$ cat src/rtl/sar_search.sv
// sar_search: successive-approximation search engine driving a magnitude
// comparator's `b` operand. It walks one bit per probe from the MSB down and
// resolves the externally held target in at most WIDTH probes.
`timescale 1ns/1ps

module sar_search #(
  parameter int unsigned WIDTH = 4
) (
  input  logic             clk,
  input  logic             rst_n,
  input  logic             start,
  input  logic             gt_in,
  input  logic             lt_in,
  output logic [WIDTH-1:0] guess,
  output logic             busy,
  output logic             done,
  output logic [WIDTH-1:0] result,
  output logic             err
);

  // Bit-index width; at least one bit so WIDTH=1 still elaborates.
  localparam int unsigned IDX_W = (WIDTH > 1) ? $clog2(WIDTH) : 1;

  typedef enum logic [1:0] {
    ST_IDLE  = 2'd0,
    ST_PROBE = 2'd1,
    ST_DONE  = 2'd2
  } state_e;

  state_e             state_q, state_d;
  logic [IDX_W-1:0]   idx_q,   idx_d;
  logic [WIDTH-1:0]   guess_q, guess_d;
  logic [WIDTH-1:0]   result_q, result_d;
  logic               busy_q,  busy_d;
  logic               done_q,  done_d;
  logic               err_q,   err_d;

  // Mask of the bit under test and of the next lower bit to try.
  logic [WIDTH-1:0]   cur_mask;
  logic [WIDTH-1:0]   nxt_mask;
  logic [WIDTH-1:0]   cleared;
  logic               idx_zero;

  // Per-probe masks derived from the current bit index.
  always_comb begin
    cur_mask = WIDTH'(1) << idx_q;
    nxt_mask = WIDTH'(1) << (idx_q - IDX_W'(1));
    cleared  = guess_q & ~cur_mask;
    idx_zero = (idx_q == IDX_W'(0));
  end

  // Next-state and next-output logic; every terminating branch parks guess at 0.
  always_comb begin
    state_d  = state_q;
    idx_d    = idx_q;
    guess_d  = guess_q;
    result_d = result_q;
    busy_d   = busy_q;
    done_d   = 1'b0;
    err_d    = err_q;

    unique case (state_q)
      ST_IDLE: begin
        guess_d = '0;
        busy_d  = 1'b0;
        if (start) begin
          state_d  = ST_PROBE;
          idx_d    = IDX_W'(WIDTH - 1);
          guess_d  = WIDTH'(1) << (WIDTH - 1);
          result_d = '0;
          err_d    = 1'b0;
          busy_d   = 1'b1;
        end
      end

      ST_PROBE: begin
        if (gt_in && lt_in) begin
          // Comparator claims both greater and less: flag and stop.
          err_d    = 1'b1;
          result_d = guess_q;
          state_d  = ST_DONE;
        end else if (!gt_in && !lt_in) begin
          // Exact hit: no need to refine the remaining bits.
          result_d = guess_q;
          state_d  = ST_DONE;
        end else if (lt_in) begin
          // Guess too high: drop the bit under test.
          if (idx_zero) begin
            result_d = cleared;
            state_d  = ST_DONE;
          end else begin
            guess_d = cleared | nxt_mask;
            idx_d   = idx_q - IDX_W'(1);
          end
        end else begin
          // Guess too low: keep the bit; at the LSB this cannot be consistent.
          if (idx_zero) begin
            err_d    = 1'b1;
            result_d = guess_q;
            state_d  = ST_DONE;
          end else begin
            guess_d = guess_q | nxt_mask;
            idx_d   = idx_q - IDX_W'(1);
          end
        end

        if (state_d == ST_DONE) begin
          done_d  = 1'b1;
          busy_d  = 1'b0;
          guess_d = '0;
        end
      end

      ST_DONE: begin
        // Single-cycle completion pulse; start is ignored here.
        state_d = ST_IDLE;
        done_d  = 1'b0;
        busy_d  = 1'b0;
        guess_d = '0;
      end

      default: begin
        state_d = ST_IDLE;
        busy_d  = 1'b0;
        guess_d = '0;
      end
    endcase
  end

  // State and registered outputs; async reset aborts any search silently.
  always_ff @(posedge clk or negedge rst_n) begin
    if (!rst_n) begin
      state_q  <= ST_IDLE;
      idx_q    <= '0;
      guess_q  <= '0;
      result_q <= '0;
      busy_q   <= 1'b0;
      done_q   <= 1'b0;
      err_q    <= 1'b0;
    end else begin
      state_q  <= state_d;
      idx_q    <= idx_d;
      guess_q  <= guess_d;
      result_q <= result_d;
      busy_q   <= busy_d;
      done_q   <= done_d;
      err_q    <= err_d;
    end
  end

  assign guess  = guess_q;
  assign busy   = busy_q;
  assign done   = done_q;
  assign result = result_q;
  assign err    = err_q;

endmodule

$ cat config.mk
export PLATFORM = sky130hd
export DESIGN_NAME = sar_search
export DESIGN_NICKNAME = d
export VERILOG_FILES = /design/src/rtl/sar_search.sv
export SDC_FILE = /design/constraint.sdc
export NUM_CORES = 1
export LEC_CHECK = 0
export CAP_MARGIN = 40
export CORE_MARGIN = 5
export CORE_UTILIZATION = 51
export CTS_CLUSTER_DIAMETER = 120
export CTS_CLUSTER_SIZE = 25
export DETAILED_ROUTE_END_ITERATION = 10
export GPL_ROUTABILITY_DRIVEN = 0
export PLACE_DENSITY = 0.78
export SYNTH_ARGS = -nofsm -noshare
export SYNTH_HDL_FRONTEND = slang
export SYNTH_SLANG_ARGS = --single-unit
export TNS_END_PERCENT = 5
$ cat constraint.sdc
create_clock -name clk -period 2.3 [get_ports clk]
set_input_delay 0.345 -clock clk [delete_from_list [all_inputs] [get_ports clk]]
set_output_delay 0.345 -clock clk [all_outputs]
set_load 0.01 [all_outputs]
==> reports/qor.txt, run 1 <==
STATUS
------------------------------------------------------------------------------
Status                                                            finished, final reports clean

STA
------------------------------------------------------------------------------
Period minus WS final                                                  1.96 ns
Number of max-slew violations in the final report                            0
Least-Margin Pin Slew                                                 0.644 ns
Relative slew slack                                                      56.9%
Post-route setup TNS                                                      0 ns
Minimum setup slack in the final design                               0.340 ns
Maximum clock frequency                                                510 MHz
Setup-failing EPs final                                                      0
Unrepaired setup endpoints after global routing                             no
Worst Hold Slack                                                      0.446 ns
Skew final                                                          0.00430 ns
Number of hold violations in the final report                                0
Final worst-path cycle share                                             85.2%

DRT
------------------------------------------------------------------------------
Count of nets left with antenna violations after detail routing              0
Drc violations                                                               0
1st-iter DRT viols                                                          24
Total number of vias                                                       714
Total routed wirelength                                                1910 um
Vias per inst                                                             5.71
Iteration count of the initial detailed-routing pass                         4
Average detailed-routed wire length per instance                       15.2 um

SETUP PATH
------------------------------------------------------------------------------
Data required time of the worst path                                   2.48 ns
Kind of end point of the critical path                               flip-flop
Critical path class                                               flip-flop to flip-flop
Worst reg-to-reg setup slack                                           0.34 ns
Peak fanout along the critical path                                          7
Critical path arrival                                                  2.14 ns
Category of the worst setup path launch point                        flip-flop

CTS
------------------------------------------------------------------------------
Post-CTS setup-driven buffer insertion count                                 0
CTS clk-pin slew, worst paths                                          0.09 ns
Number of clock sinks                                                       15
Number of H-tree levels                                                      1
Total CTS buffers                                                            3
Clock latency reported for the late side of the worst-skew pair        0.29 ns
Post-CTS Resized                                                             0
TritonCTS clock tree                                                       yes
CTS max path bufs                                                            2
Hold bufs inserted after CTS                                                 0
CTS Root Buffer Type                                                  clkbuf_4

PWR
------------------------------------------------------------------------------
IR drop worst, VDD                                                  0.000625 V
Power Density                                                      993 mW/mm^2
Leak Pwr                                                           0.000463 uW

DIE
------------------------------------------------------------------------------
Area of the die                                                   0.00274 sq mm
Number of I/O pins                                                          16
Core area                                                         0.00171 sq mm
Die height                                                             52.4 um
Effective utilization at floorplan                                       53.6%
Die Span X                                                             52.4 um
Placement Rows                                                              15

PLACE
------------------------------------------------------------------------------
Inst Count DP                                                              121
Hpwl dp                                                                1430 um
Setup WS pre-CTS                                                      0.252 ns
Buffers on Ports                                                            15

CELLS AND AREA
------------------------------------------------------------------------------
Synthesis-to-finish area growth                                          18.2%
Diode count                                                                  0
Filler-free cell count of the finished design                              125
Fin util                                                                 63.3%
Net count reported at finish                                               111
Share of layout cells above drive strength 1                             16.0%

YOSYS
------------------------------------------------------------------------------
Post-synthesis instance area                                         915 sq um
Register area share after synthesis                                      41.0%
Synthesis Warnings                                                           0
Post-Syn Area per Cell                                              10.9 sq um
Number of cells produced by synthesis                                       84
Mapped Nets                                                                 94
Distinct cells, synth                                                       29
Synthesis-stage register bit count                                          15

GRT
------------------------------------------------------------------------------
Total congestion overflow                                                    0
Global-route wire length before repair                                 3450 um
Number of global-route vias before repair                                  743
Antenna violations before repair                                             0
Total global routing track utilization                                   17.2%
Pin count of the biggest net entering global routing                        16

MIN PATH
------------------------------------------------------------------------------
Hold Path Class                                                   input pin to async pin

JOB
------------------------------------------------------------------------------
Max_cap viols                                                                0

[placed cells by master, fill, tap and decap left out, drive strengths merged, types with 3 or more instances in the layout]
master,Yosys,routed
nor2,4,4
ha,5,5
nand2,5,5
a21oi,8,8
clkdlybuf4s50,0,15
mux2,4,4
clkbuf,0,3
nand2b,3,3
o21ai,3,3
o311a,4,4
dfrtp,15,15
inv,9,9
[flip-flops by register name (all words and copies together), names as in the netlist]
signal / flops
busy: 1
done: 1
state_q: 2
guess: 4
err: 1
result: 4
idx_q: 2
[worst max-delay path, cell delays in order, from the launching register on]
cell	delay, ns
dfrtp_1	0.43
inv_1	0.16
ha_1	0.31
inv_1	0.18
a311oi_4	0.40
mux2_2	0.38
[where the power goes]
group          leakage, uW  total [uW]  switching [uW]  internal, uW
Combinational     0.000251         492             245           247
Sequential        0.000194         429            88.1           340
Clock            0.0000177         152            87.5          64.7
[routing by layer]
layer / GRT usage (%) / vias up / wire length [um]
met2: 27.9 / 34 / 933
met1: 21.8 / 345 / 813
met4: 6.81 / 0 / 29
li1: - / 331 / -
met5: 0 / - / 0
met3: 4.27 / 4 / 128
[final timing paths]
check | from | endpoint | depth (start not counted)
worst max-delay path | idx_q[0]$_DFFE_PN0P_ | result[3]$_DFFE_PN0P_ | 5
worst min-delay path | rst_n | busy$_DFFE_PN0P_ | 1
worst min register to register | result[0]$_DFFE_PN0P_ | result[0]$_DFFE_PN0P_ | 1
worst max register to register | idx_q[0]$_DFFE_PN0P_ | result[3]$_DFFE_PN0P_ | 5
min in group clk | result[0]$_DFFE_PN0P_ | result[0]$_DFFE_PN0P_ | 1
max in group asynchronous | rst_n | guess[0]$_DFFE_PN0P_ | 1
[synth_stat cells, drive strengths merged]
cell type | instances | area share [%]
o21ai | 3 | 1.6
mux2 | 4 | 4.9
nand4b | 1 | 0.96
a22oi | 1 | 0.82
nand4 | 1 | 0.68
inv | 9 | 3.7
xor2 | 1 | 3.0
nor2b | 2 | 1.4
nor2 | 4 | 1.6
dfrtp | 15 | 41
nand3b | 2 | 1.6
o211ai | 1 | 0.82
a311oi | 1 | 2.9
a21boi | 2 | 1.6
nand2 | 5 | 2.1
nor4b | 1 | 0.96
or4 | 1 | 0.82
ha | 5 | 6.8
buf | 5 | 6.3
xnor2 | 1 | 0.96
nand2b | 3 | 2.1
a21oi | 8 | 4.4
o311a | 4 | 4.7
a211oi | 1 | 0.82
o2111ai | 1 | 0.96
o221a | 2 | 2.5
[final cells by class]
cell class | count | area, sq um
multi-input combinational | 55 | 448
clock inverter | 1 | 5.00
tap | 25 | 31.3
inverter | 9 | 33.8
sequential | 15 | 375
clock buffer | 3 | 22.5
fill | 150 | 627
timing repair buffer | 17 | 165
[metrics by stage]
stage          area, sq um  total power, uW
3_5_place_dp          1050              921
3_3_place_gp          1050              910
5_1_grt               1080             1160
4_1_cts               1080             1080
2_1_floorplan          915              787
6_report              1080             1070
[cell families after synthesis]
group | Yosys count | synth area share [%]
xor+xnor | 2 | 3.97
flops | 15 | 41.0
fa+ha+maj | 5 | 6.84
buf+inv | 14 | 9.99
simple gates | 20 | 12.2
mux | 4 | 4.92
compound gates | 24 | 21.1
Note: power is estimated with default switching activity, not from simulation.
==> run 2: changes to the inputs <==
CELL_PAD_IN_SITES_DETAIL_PLACEMENT = 0   (was not set)
CELL_PAD_IN_SITES_GLOBAL_PLACEMENT = 1   (was not set)
CORE_UTILIZATION = 40   (was 51)
CTS_CLUSTER_SIZE = 8   (was 25)
PLACE_DENSITY = 0.77   (was 0.78)
SKIP_CTS_REPAIR_TIMING = 1   (was not set)
==> run 2 against run 1 <==
Compared with the run above:
- first-iteration DRC count down 38%
- power up 0.15%
- worst setup slack lost 0.021 ns
- highest routed layer unchanged
==> reports/qor.txt, run 2 (synthesized netlist as in run 1, its figures left out) <==
STATUS
-------------------------------------------------------------------------------
Status                                                             finished, final reports clean

STA
-------------------------------------------------------------------------------
Number of max-slew violations in the final report                             0   unchanged
Number of hold violations in the final report                                 0   unchanged
Relative slew slack                                                       55.9%   -1.1 points
Skew final                                                           0.00931 ns   +0.00501 ns
Setup-failing EPs final                                                       0   unchanged
Post-route setup TNS                                                       0 ns   unchanged
Least-Margin Pin Slew                                                  0.660 ns   +0.0161 ns
Unrepaired setup endpoints after global routing                              no
Period minus WS final                                                   1.98 ns   +0.0211 ns
Final worst-path cycle share                                              86.1%   +0.92 points
Maximum clock frequency                                                 505 MHz   -1.1%

CTS
-------------------------------------------------------------------------------
CTS max path bufs                                                             2   unchanged
CTS Root Buffer Type                                                   clkbuf_4
Clock latency reported for the late side of the worst-skew pair         0.29 ns   about the same
Number of clock sinks                                                        15   unchanged
CTS clk-pin slew, worst paths                                           0.10 ns   about the same
Number of H-tree levels                                                       1   unchanged
Total CTS buffers                                                             3   unchanged
TritonCTS clock tree                                                        yes

GRT
-------------------------------------------------------------------------------
Pin count of the biggest net entering global routing                         16   unchanged
Total congestion overflow                                                     0   unchanged
Antenna violations before repair                                              0   unchanged
Total global routing track utilization                                    13.0%   -4.2 points
Global-route wire length before repair                                  3370 um   -2.4%
Number of global-route vias before repair                                   719   -3.2%

PWR
-------------------------------------------------------------------------------
Power Density                                                       991 mW/mm^2   -0.19%
IR drop worst, VDD                                                   0.000560 V   -10%
Leak Pwr                                                            0.000463 uW   unchanged
Overall Power                                                           1070 uW   +0.15%

DRT
-------------------------------------------------------------------------------
Count of nets left with antenna violations after detail routing               0   unchanged
Drc violations                                                                0   unchanged
Vias per inst                                                              5.30   -7.3%
Total number of vias                                                        678   -5.0%
Iteration count of the initial detailed-routing pass                          4   unchanged
Average detailed-routed wire length per instance                        15.6 um   +2.2%
1st-iter DRT viols                                                           15   -38%
Total routed wirelength                                                 1990 um   +4.7%

CELLS AND AREA
-------------------------------------------------------------------------------
Most frequent cells in the layout                                  15 x dfrtp_1, 15 x clkdlybuf4s50_1, 9 x inv_1, 8 x a21oi_1
Diode count                                                                   0   unchanged
Synthesis-to-finish area growth                                           18.6%
Fin util                                                                  49.5%   -14 points
Net count reported at finish                                                111   unchanged
Filler-free cell count of the finished design                               128   +2.4%
Share of layout cells above drive strength 1                              16.0%   unchanged

DIE
-------------------------------------------------------------------------------
Die height                                                              57.8 um   +10%
Effective utilization at floorplan                                        41.7%   -12 points
Placement Rows                                                               17   +2
Core area                                                          0.00219 sq mm   +28%
Die Span X                                                              57.8 um   +10%
Area of the die                                                    0.00334 sq mm   +22%
Number of I/O pins                                                           16   unchanged

MIN PATH
-------------------------------------------------------------------------------
Hold Path Class                                                    input pin to async pin

SETUP PATH
-------------------------------------------------------------------------------
Worst reg-to-reg setup slack                                            0.32 ns   -0.02 ns
Peak fanout along the critical path                                           7   unchanged
Max stage delay cell, worst path                                        dfrtp_1
Startpoint of the worst-slack reg-to-reg timing path               idx_q[0]$_DFFE_PN0P_
Critical path class                                                flip-flop to flip-flop
Ordered cell list for the critical path                            inv_1, ha_1, inv_1, a311oi_4, mux2_2
Worst reg-to-reg path cell count                                              5   unchanged
Critical path arrival                                                   2.15 ns   about the same
Data required time of the worst path                                    2.47 ns   about the same
Category of the worst setup path launch point                         flip-flop
Kind of end point of the critical path                                flip-flop
Cell type with the highest occurrence count on the critical path          inv_1
R2R Path End                                                       result[3]$_DFFE_PN0P_
Slowest cell delay on critical path                                     0.44 ns   about the same

PLACE
-------------------------------------------------------------------------------
Buffers on Ports                                                             15   unchanged
Hpwl dp                                                                 1480 um   +3.4%
Inst Count DP                                                               124   +2.5%

JOB
-------------------------------------------------------------------------------
Max_cap viols                                                                 0   unchanged

-- run 2: cell counts in the layout (fill, tap and decap cells not counted) --
Identical to the previous run, type by type.
-- run 2: area by class of cell --
cell class / instances / area [sq um]
Tap cell: 28 / 35.0
Multi-Input combinational cell: 55 / 448
Inverter: 9 / 33.8
Timing Repair Buffer: 17 / 165
Clock inverter: 1 / 5.00
Fill cell: 205 / 1110
Clock buffer: 3 / 22.5
Sequential cell: 15 / 375
-- run 2: layer usage --
layer  global-route usage [%]  share of wire, %  wire length [um]
met5                        0                 0                 0
met2                     21.3                49               986
met1                     16.5                45               905
met4                     4.97              0.70                14
met3                     3.12               4.3                86
-- run 2: power by group --
group | total [uW] | switching, uW | leakage, uW | internal [uW]
Combinational | 490 | 243 | 0.000251 | 247
Clock | 155 | 90.2 | 0.0000177 | 64.5
Sequential | 430 | 89.9 | 0.000194 | 340
Total | 1070 | 423 | 0.000463 | 652
-- run 2: how the worst max path moves through the flow --
stage,cells after the start,start,endpoint,slack [ns]
floorplan,5,idx_q[0]$_DFFE_PN0P_,result[0]$_DFFE_PN0P_,0.59
global placement,4,lt_in,result[3]$_DFFE_PN0P_,0.29
detailed placement,4,lt_in,result[0]$_DFFE_PN0P_,0.26
CTS,5,idx_q[0]$_DFFE_PN0P_,result[2]$_DFFE_PN0P_,0.31
global route,5,idx_q[0]$_DFFE_PN0P_,result[0]$_DFFE_PN0P_,0.19
finish,5,idx_q[0]$_DFFE_PN0P_,result[3]$_DFFE_PN0P_,0.32
-- run 2: critical path, delay by kind of cell (launching register included) --
family / cells / cell delay [ns]
flops: 1 / 0.44
compound gates: 1 / 0.39
mux: 1 / 0.37
buf+inv: 2 / 0.34
fa+ha+maj: 1 / 0.31
-- run 2: through the flow --
step / hold slack [ns] / area, sq um / worst slack (ns)
4_1_cts: 0.472 / 1080 / 0.306
3_3_place_gp: 0.496 / 1060 / 0.289
6_report: 0.449 / 1080 / 0.319
2_1_floorplan: 0.0494 / 915 / 0.593
3_5_place_dp: 0.495 / 1060 / 0.264
5_1_grt: 0.508 / 1080 / 0.193
